[config.mk]
export PLATFORM = sky130hd
export DESIGN_NAME = cpu_control
export DESIGN_NICKNAME = d
export VERILOG_FILES = /design/src/rtl/cpu_pkg.sv /design/src/rtl/cpu_alu.sv /design/src/rtl/cpu_control.sv
export SDC_FILE = /design/constraint.sdc
export NUM_CORES = 1
export LEC_CHECK = 0
export BUFFER_PORTS_ARGS = -buffer_cell sky130_fd_sc_hd__buf_2
export CAP_MARGIN = 40
export CELL_PAD_IN_SITES_DETAIL_PLACEMENT = 1
export CELL_PAD_IN_SITES_GLOBAL_PLACEMENT = 1
export CORE_MARGIN = 8
export CORE_UTILIZATION = 52
export DETAILED_ROUTE_END_ITERATION = 7
export GPL_ROUTABILITY_DRIVEN = 1
export PLACE_DENSITY_LB_ADDON = 0.15
export SYNTH_ARGS = -nofsm -noshare
export SYNTH_HDL_FRONTEND = slang
export SYNTH_HIERARCHICAL = 1
export SYNTH_SLANG_ARGS = --single-unit
[constraint.sdc]
create_clock -name CLK -period 60.9 [get_ports CLK]
set_clock_uncertainty 0.2 [all_clocks]
set_input_delay 9.135 -clock CLK [delete_from_list [all_inputs] [get_ports CLK]]
set_output_delay 9.135 -clock CLK [all_outputs]
set_load 0.02 [all_outputs]
[src/rtl/cpu_pkg.sv]
// Shared constants, types and helpers for the cpu_control sequencer.
package cpu_pkg;

  localparam int unsigned DATA_W = 16;
  localparam int unsigned ADDR_W = 8;

  localparam logic [3:0] OP_ALU = 4'b0001;

  localparam logic [3:0] LOAD  = 4'h0;
  localparam logic [3:0] ADD   = 4'h1;
  localparam logic [3:0] SUB   = 4'h2;
  localparam logic [3:0] MUL   = 4'h3;
  localparam logic [3:0] DIV   = 4'h4;
  localparam logic [3:0] STORE = 4'hF;

  localparam logic [ADDR_W-1:0] START_PC_DEFAULT = 8'd100;

  typedef enum logic [1:0] {
    FETCH  = 2'd0,
    DECODE = 2'd1,
    EXEC   = 2'd2,
    HALTED = 2'd3
  } state_t;

  typedef struct packed {
    logic [3:0]        opcode;
    logic [3:0]        subop;
    logic [ADDR_W-1:0] addr;
  } instr_t;

  // True when the instruction carries the ALU opcode and a defined sub-op.
  function automatic logic is_legal(input instr_t ins);
    return (ins.opcode == OP_ALU) &&
           (ins.subop inside {LOAD, ADD, SUB, MUL, DIV, STORE});
  endfunction

endpackage

[src/rtl/cpu_alu.sv]
// Combinational ALU: add/sub wrap, multiply keeps low half, unsigned divide.
module cpu_alu
  import cpu_pkg::*;
(
  input  logic [DATA_W-1:0] AR,
  input  logic [DATA_W-1:0] OPR,
  input  logic [3:0]        SUB_OP,
  output logic [DATA_W-1:0] RESULT,
  output logic              DIV0
);

  // Operation select; divide by zero saturates to all ones and flags DIV0.
  always_comb begin
    RESULT = '0;
    DIV0   = 1'b0;
    case (SUB_OP)
      ADD: RESULT = DATA_W'(AR + OPR);
      SUB: RESULT = DATA_W'(AR - OPR);
      MUL: RESULT = DATA_W'(AR * OPR);
      DIV: begin
        if (OPR == '0) begin
          RESULT = '1;
          DIV0   = 1'b1;
        end else begin
          RESULT = DATA_W'(AR / OPR);
        end
      end
      default: RESULT = '0;
    endcase
  end

endmodule

[src/rtl/cpu_control.sv]
// Three-cycle fetch/decode/execute sequencer driving instruction and data memory.
module cpu_control
  import cpu_pkg::*;
#(
  parameter logic [7:0] START_PC = START_PC_DEFAULT
) (
  input  logic        CLK,
  input  logic        RST_N,
  output logic [15:0] MAR,
  input  logic [15:0] OUT_MEMORY,
  output logic [7:0]  ADDRESS,
  input  logic [15:0] OUT_ADDRESS_MEMORY,
  output logic [15:0] IN_ADDRESS_MEMORY,
  output logic        MEM_WE,
  output logic [15:0] AR_OUT,
  output logic [15:0] RESULT_OUT,
  output logic [7:0]  PC_OUT,
  output logic        HALT,
  output logic        ERR
);

  state_t            state_q, state_d;
  logic [ADDR_W-1:0] pc_q;
  instr_t            ir_q;
  logic [DATA_W-1:0] opr_q, ar_q, result_q, din_q;
  logic              we_q, halt_q, err_q;

  logic              opr_ld, dec_err, exec_en;
  logic [DATA_W-1:0] alu_result;
  logic              alu_div0;

  cpu_alu u_alu (
    .AR     (ar_q),
    .OPR    (opr_q),
    .SUB_OP (ir_q.subop),
    .RESULT (alu_result),
    .DIV0   (alu_div0)
  );

  // State register.
  always_ff @(posedge CLK or negedge RST_N) begin
    if (!RST_N) state_q <= FETCH;
    else        state_q <= state_d;
  end

  // Next state and per-state control strobes.
  always_comb begin
    state_d = state_q;
    opr_ld  = 1'b0;
    dec_err = 1'b0;
    exec_en = 1'b0;
    case (state_q)
      FETCH:  state_d = DECODE;
      DECODE: begin
        if (!is_legal(ir_q)) begin
          dec_err = 1'b1;
          state_d = HALTED;
        end else begin
          opr_ld  = 1'b1;
          state_d = EXEC;
        end
      end
      EXEC: begin
        exec_en = 1'b1;
        state_d = (pc_q == 8'hFF) ? HALTED : FETCH;
      end
      default: state_d = HALTED;
    endcase
  end

  // Datapath registers; the store strobe is registered so it is valid with stable address and data.
  always_ff @(posedge CLK or negedge RST_N) begin
    if (!RST_N) begin
      pc_q     <= START_PC;
      ir_q     <= '0;
      opr_q    <= '0;
      ar_q     <= '0;
      result_q <= '0;
      din_q    <= '0;
      we_q     <= 1'b0;
      halt_q   <= 1'b0;
      err_q    <= 1'b0;
    end else begin
      we_q <= 1'b0;
      if (state_q == FETCH) ir_q <= instr_t'(OUT_MEMORY);
      if (opr_ld) opr_q <= OUT_ADDRESS_MEMORY;
      if (dec_err) err_q <= 1'b1;
      if (state_d == HALTED) halt_q <= 1'b1;
      if (exec_en) begin
        case (ir_q.subop)
          LOAD: ar_q <= opr_q;
          ADD, SUB, MUL, DIV: begin
            result_q <= alu_result;
            if (alu_div0) err_q <= 1'b1;
          end
          STORE: begin
            din_q <= result_q;
            we_q  <= 1'b1;
          end
          default: ;
        endcase
        if (pc_q != 8'hFF) pc_q <= ADDR_W'(pc_q + 8'd1);
      end
    end
  end

  assign MAR               = {8'h00, pc_q};
  assign ADDRESS           = ir_q.addr;
  assign IN_ADDRESS_MEMORY = din_q;
  assign MEM_WE            = we_q;
  assign AR_OUT            = ar_q;
  assign RESULT_OUT        = result_q;
  assign PC_OUT            = pc_q;
  assign HALT              = halt_q;
  assign ERR               = err_q;

endmodule

== After elaboration in Yosys (flattened, before gate mapping) ==
Cells that the tools add are included.
Storage, ports and cells
  memories: 0
  input bits: 34
  memory bits (read-only): 0
  memory bits (writable): 0
  output and inout port bits: 83
  latch bits: 0
  logic and storage cells: 56
  register bits after elaboration: 93
Cells by class
  div/mod/pow operators: 1
  reductions and logical operators: 10
  multiplexer cells: 18
  shift-type cells: 0
  $mul: 1
  add/sub/neg operators: 3
  $lt $le $gt $ge: 0
  eq/ne operators: 11
  bitwise gates (word level): 0
Operators with widths (number)
  $pmux W16 S4: 1
  $add A16 B16 Y16: 1
  $div A16 B16 Y16: 1
  $logic_not A16 Y1: 1
  $mul A16 B16 Y16: 1
  $mux W16: 1
  $sub A16 B16 Y16: 1
  $mux W1: 14
  $add A8 B1 Y8 const B: 1
  $eq A4 B1 Y1 const B: 2
  $eq A4 B2 Y1 const B: 2
  $eq A8 B8 Y1 const B: 1
  $ne A8 B8 Y1 const B: 1
  $reduce_and A2 Y1: 4
  $pmux W2 S3: 1
  $reduce_bool A6 Y1: 1
  $eq A2 B2 Y1 const B: 2
  $eq A4 B3 Y1 const B: 1
  $eq A4 B4 Y1 const B: 1
  $logic_not A4 Y1: 1
  $reduce_or A4 Y1: 1
  $eq A2 B1 Y1 const B: 1
  $logic_not A2 Y1: 1
  $mux W2: 1
  $logic_and A1 B1 Y1: 1

== Longest topological paths before layout ==
  word-level depth: 9
  gate-level depth with buffers: 132
  depth with buffers taken out: 124

== By module ==
Netlist, hierarchy kept.
By module, submodules not included
  cpu_alu: cells each 1620, instances 1, seq. area each 0.0 um^2, area an instance 11922.7 um^2
  cpu_control: cells each 242, instances 1, seq. area each 2331.0 um^2, area an instance 3769.9 um^2

== Least setup slack after synthesis ==
OpenSTA, ideal clock, no wires.
  path kind: register -> register
  start: register opr_q[0]
  end: register result_q[0], in the netlist RESULT_OUT[0]
  arrival: 26.713 ns
  cell stages (with the launch flop): 124
  path buffers: 10
  library setup time: 0.125 ns
  slack: 33.862 ns
  required time: 60.575 ns
  clock period less this slack: 27.038 ns
  path through: dfrtp_1 > clkbuf_1 > inv_1 > ha_1 > o211a_1 > a21oi_1 > a21oi_1 > ha_1 > o21a_1 > or2_2 > nand3_1 > o22a_1 > inv_1 > ha_1 > o211ai_1 > nand3b_1 > and2_1 > o31ai_1 > [88 not listed] > ha_1 > o211ai_1 > a21oi_1 > o211ai_1 > a21oi_1 > nor2_1 > a21oi_1 > a31oi_1 > clkbuf_1 > mux2_2 > ha_1 > a21o_1 > a21o_1 > a21oi_1 > a21oi_1 > a2111oi_0 > o41ai_1 > mux2_2
On the way
  longest elaborated chain between the ends: 3
  elaborated cells on any way between the ends: 7
  those cells by class: add/sub (2); mul (1); div (1); mux (2); reduce/logical (1)
RTL lines
  from (decl): RTL line cpu_control.sv:25  | logic [DATA_W-1:0] opr_q, ar_q, result_q, din_q;
  from (signal assigned): RTL line cpu_control.sv:76  | opr_q <= '0;
  from (signal assigned): RTL line cpu_control.sv:86  | if (opr_ld) opr_q <= OUT_ADDRESS_MEMORY;
  $div A16 B16 Y16 / $logic_not A16 Y1 (equally long branches): RTL line cpu_alu.sv:25, cpu_alu.sv:21
  $mux W16: RTL line cpu_alu.sv:21  | if (OPR == '0) begin
  $pmux W16 S4 *: RTL line cpu_alu.sv:16  | case (SUB_OP)
  named net alu_result[0]: RTL line cpu_control.sv:29  | logic [DATA_W-1:0] alu_result;
  to (signal assigned): RTL line cpu_control.sv:93  | result_q <= alu_result;
  to (decl): RTL line cpu_control.sv:25
Mark *: on every way through the listed nets, which the timed path passes. The rest lies on a longest branch.
A chain may end at the register's enable or synchronous reset.

== Final worst setup path ==
Ends and elaborated chain as after synthesis.

==> flow_metrics.py <==
metrics = {
    "synthesis": {
        "syn_area_mm2": 0.01569,
        "synth.top_cell.area_share_pct": 16.42,
        "post_synth.cell_area_avg_um2": 8.428,
        "synth_area_leaders": "ha_1, dfrtp_1, fa_1",
        "synth.ff_latch_count": 93,
        "yosysSeqAreaShare_pct": 14.85,
        "yosys.cell_types.count": 93,
        "yosys_warnings": 6,
        "synth_cells": 1862,
        "synth-main-ff-cell": "dfrtp_1",
        "ys_async_sr_fraction_pct": 100.0,
        "number_of_synthesized_flops_with_an_enable_pin": 0,
        "synth_top_area_cell": "ha_1",
    },
    "hold_path": {
        "worstHoldEndpoint": "HALT$_DFFE_PN0N_",
        "worst_hold_startpoint": "HALT$_DFFE_PN0N_",
        "min-delay-path-class": "reg -> reg",
        "timing.hold.worst_path_depth": 1,
    },
    "worst_setup_path": {
        "critPathRequiredTime_ns": 60.95,
        "critPathSlowestCell": "dfrtp_1",
        "crit_path_max_incr_delay_ns": 0.94,
        "crit_start": "opr_q[0]$_DFFE_PN0P_",
        "crit_path_class": "reg -> reg",
        "worstSetupStartpointType": "flip-flop",
        "setup_slack_of_the_most_critical_reg_to_reg_path_ns": 29.38,
        "timing.critical_path.fanout_max": 23,
        "arrival_ns": 31.57,
        "cp_common_cell": "ha_1",
        "end_kind": "flip-flop",
        "worst-r2r-cell-count": 117,
        "critical_path.reg2reg.startpoint": "opr_q[0]$_DFFE_PN0P_",
        "r2r-end": "RESULT_OUT[0]$_DFFE_PN0P_",
    },
    "sta": {
        "achievable-frequency_mhz": 31.72,
        "timing.final.setup_violations": 0,
        "rsz0062_at_grt": "false",
        "setup_total_negative_slack_ns": 0,
        "final_report_hold_violation_count": 0,
        "timing.slew.headroom_pct": 37.38,
        "slew_at_the_pin_closest_to_its_max_slew_limit_ns": 0.9156,
        "layout_worst_path_cycle_share_pct": 51.76,
        "slew_violations": 0,
        "min_period_ns": 31.52,
    },
    "global_route": {
        "grt_pass1_vias": 15960,
        "gr-usage-all-layers_pct": 32.05,
        "grt_pass1_wl_um": 90790,
        "initial_antenna_violation_count": 1,
        "pin_count_of_the_biggest_net_entering_global_routing": 66,
        "overflow": 0,
    },
    "cts": {
        "root_buffer_cell": "clkbuf_16",
        "cts_tree": "done",
        "ctsHoldBuffers": 0,
        "post_cts.resized_instances": 0,
        "cts_clk_pin_slew_worst_paths_ns": 0.07,
        "cts_inserted_buffers": 9,
        "cts-root-to-sink-buffers": 2,
        "post-cts-setup-buffer-count": 0,
        "htree_num_levels": 3,
        "cts_sinks": 93,
        "insertion_delay_ns": 0.36,
    },
    "detailed_routing": {
        "routed-via-count": 14912,
        "antenna_violating_nets_post_route": 0,
        "drc_errors": 0,
        "wl_um": 58830,
        "drt_pass1_iterations": 5,
        "detail_route.iter0.violations": 989,
        "drt-vias-per-instance": 6.397,
        "detail_route.wl_per_cell_um": 25.24,
    },
    "floorplanning": {
        "die_w_um": 189.7,
        "placeableCoreArea_mm2": 0.02972,
        "boundaryPins": 117,
        "die_height_um": 189.7,
        "effective_utilization_at_floorplan_pct": 52.81,
        "die-area_mm2": 0.03599,
        "core_rows": 63,
    },
    "power": {
        "share_seq_of_total_power_pct": 26.7,
        "p_int_uw": 152.9,
        "clock_power_share_pct": 24.1,
        "peakVddDrop_mv": 0.01274,
        "p_sw_uw": 114.8,
        "total_leakage_power_uw": 0.008820,
        "switching_share_pct": 42.89,
        "p_per_area_mw_per_mm2": 15.80,
        "share_comb_of_total_power_pct": 49.3,
    },
    "flow_run": {
        "drv_cap": 0,
    },
    "finish": {
        "layout_common_cells": "ha_1, inv_1, nand2_1",
        "area.growth.synth_to_final_pct": 7.989,
        "final.fill_count": 3628,
        "num-nets-final": 2257,
        "layout-drive-gt1-share_pct": 15.71,
        "layout_commonest_cell": "ha_1",
        "finish.cell_count_without_fillers": 2331,
        "antennaDiodeCount": 0,
    },
    "placed_design": {
        "place_inst": 2315,
        "gp_routability_congestion": 0.9643,
        "place.detailed.hpwl_um": 45180,
        "place.port_buffers": 108,
    },
    "run_status": {
        "status": "complete, no violations",
    },
}
synthesized netlist by cell type, types with 17 or more instances:
| cell | n |
|---|---|
| o21a_1 | 40 |
| nor2b_1 | 17 |
| and2_1 | 35 |
| o21ai_0 | 70 |
| clkbuf_1 | 52 |
| a21o_1 | 44 |
| nor3_1 | 54 |
| xor2_1 | 45 |
| dfrtp_1 | 90 |
| nor2_1 | 147 |
| a21oi_1 | 101 |
| mux2_2 | 88 |
| nand2_1 | 159 |
| xnor2_1 | 86 |
| buf_4 | 25 |
| fa_1 | 81 |
| nand3_1 | 34 |
| ha_1 | 206 |
| inv_1 | 172 |
cell type report:
type	instances	area (um2)	area share (%)
clock inverters	6	97.59	0.5759
clock buffers	10	229.0	1.351
well taps	390	488.0	2.879
multi-input cells	1514	12300	72.58
repair buffers	144	848.3	5.006
flip-flops and latches	93	2331	13.76
inverters	174	653.1	3.854
metal layers:
layer | vias to the layer above | global-route usage (%) | wire length, um
met5 | - | 0 | 12
met4 | 2 | 17.02 | 3214
met3 | 201 | 5.438 | 3811
met2 | 581 | 54.30 | 27830
met1 | 7458 | 38.54 | 23970
li1 | 6670 | - | -
worst max-delay path by stage:
stage | end | depth (start not counted)
after floorplan | RESULT_OUT[0]$_DFFE_PN0P_ | 123
after global placement | RESULT_OUT[0]$_DFFE_PN0P_ | 116
after detailed placement | RESULT_OUT[0]$_DFFE_PN0P_ | 116
after CTS | RESULT_OUT[0]$_DFFE_PN0P_ | 116
after global routing | RESULT_OUT[0]$_DFFE_PN0P_ | 121
final | RESULT_OUT[0]$_DFFE_PN0P_ | 117
registers in the layout, indices dropped and copies added, names as in the netlist:
| register | flops |
|---|---|
| IN_ADDRESS_MEMORY | 16 |
| MEM_WE | 1 |
| ADDRESS | 8 |
| HALT | 1 |
| ERR | 1 |
| state_q | 2 |
| PC_OUT | 8 |
| ir_q | 8 |
| opr_q | 16 |
| AR_OUT | 16 |
| RESULT_OUT | 16 |
critical path, delay by kind of cell (launching register included):
family / cells / cell delay, ns
DFF: 1 / 0.94
buffers and inverters: 10 / 1.84
muxes: 5 / 1.87
adders and majority gates: 16 / 5.15
AOI/OAI and AO/OA: 65 / 16.78
and+or+nand+nor: 21 / 4.53
kinds of logic after synthesis:
| logic type | count (synthesis) | share of synthesized area [%] |
|---|---|---|
| muxes | 116 | 8.547 |
| other | 1 | 0.02390 |
| xor gates and xnor gates | 131 | 7.311 |
| AOI/OAI and AO/OA | 413 | 18.07 |
| DFF | 93 | 14.85 |
| buffers and inverters | 262 | 7.064 |
| adders and majority gates | 287 | 26.76 |
| and+or+nand+nor | 559 | 17.37 |
power by group through the flow:
stage / registers, uW / logic [uW] / clock network (uW)
after detailed placement: 72.4 / 129 / 0
after global placement: 72.0 / 122 / 0
after global routing: 71.8 / 143 / 66.9
after floorplan: 71.9 / 90.1 / 0
final: 71.4 / 132 / 64.4
after CTS: 71.2 / 130 / 64.9
stage by stage:
stage               instance area, um2  hold WS [ns]  setup WS, ns  total power (uW)  util (%)
global placement                 16550        0.2373         30.86             194.3     55.71
detailed placement               16620        0.2506         29.89             201.1     55.93
finish                           16950        0.2625         29.38             267.7     57.03
global route                     16950        0.2843         26.92             281.6     57.03
CTS                              16950        0.2646         29.81             266.2     57.03
floorplan                        15720        0.2724         33.86             162.0         -
Power figures use the tool's default switching activity.
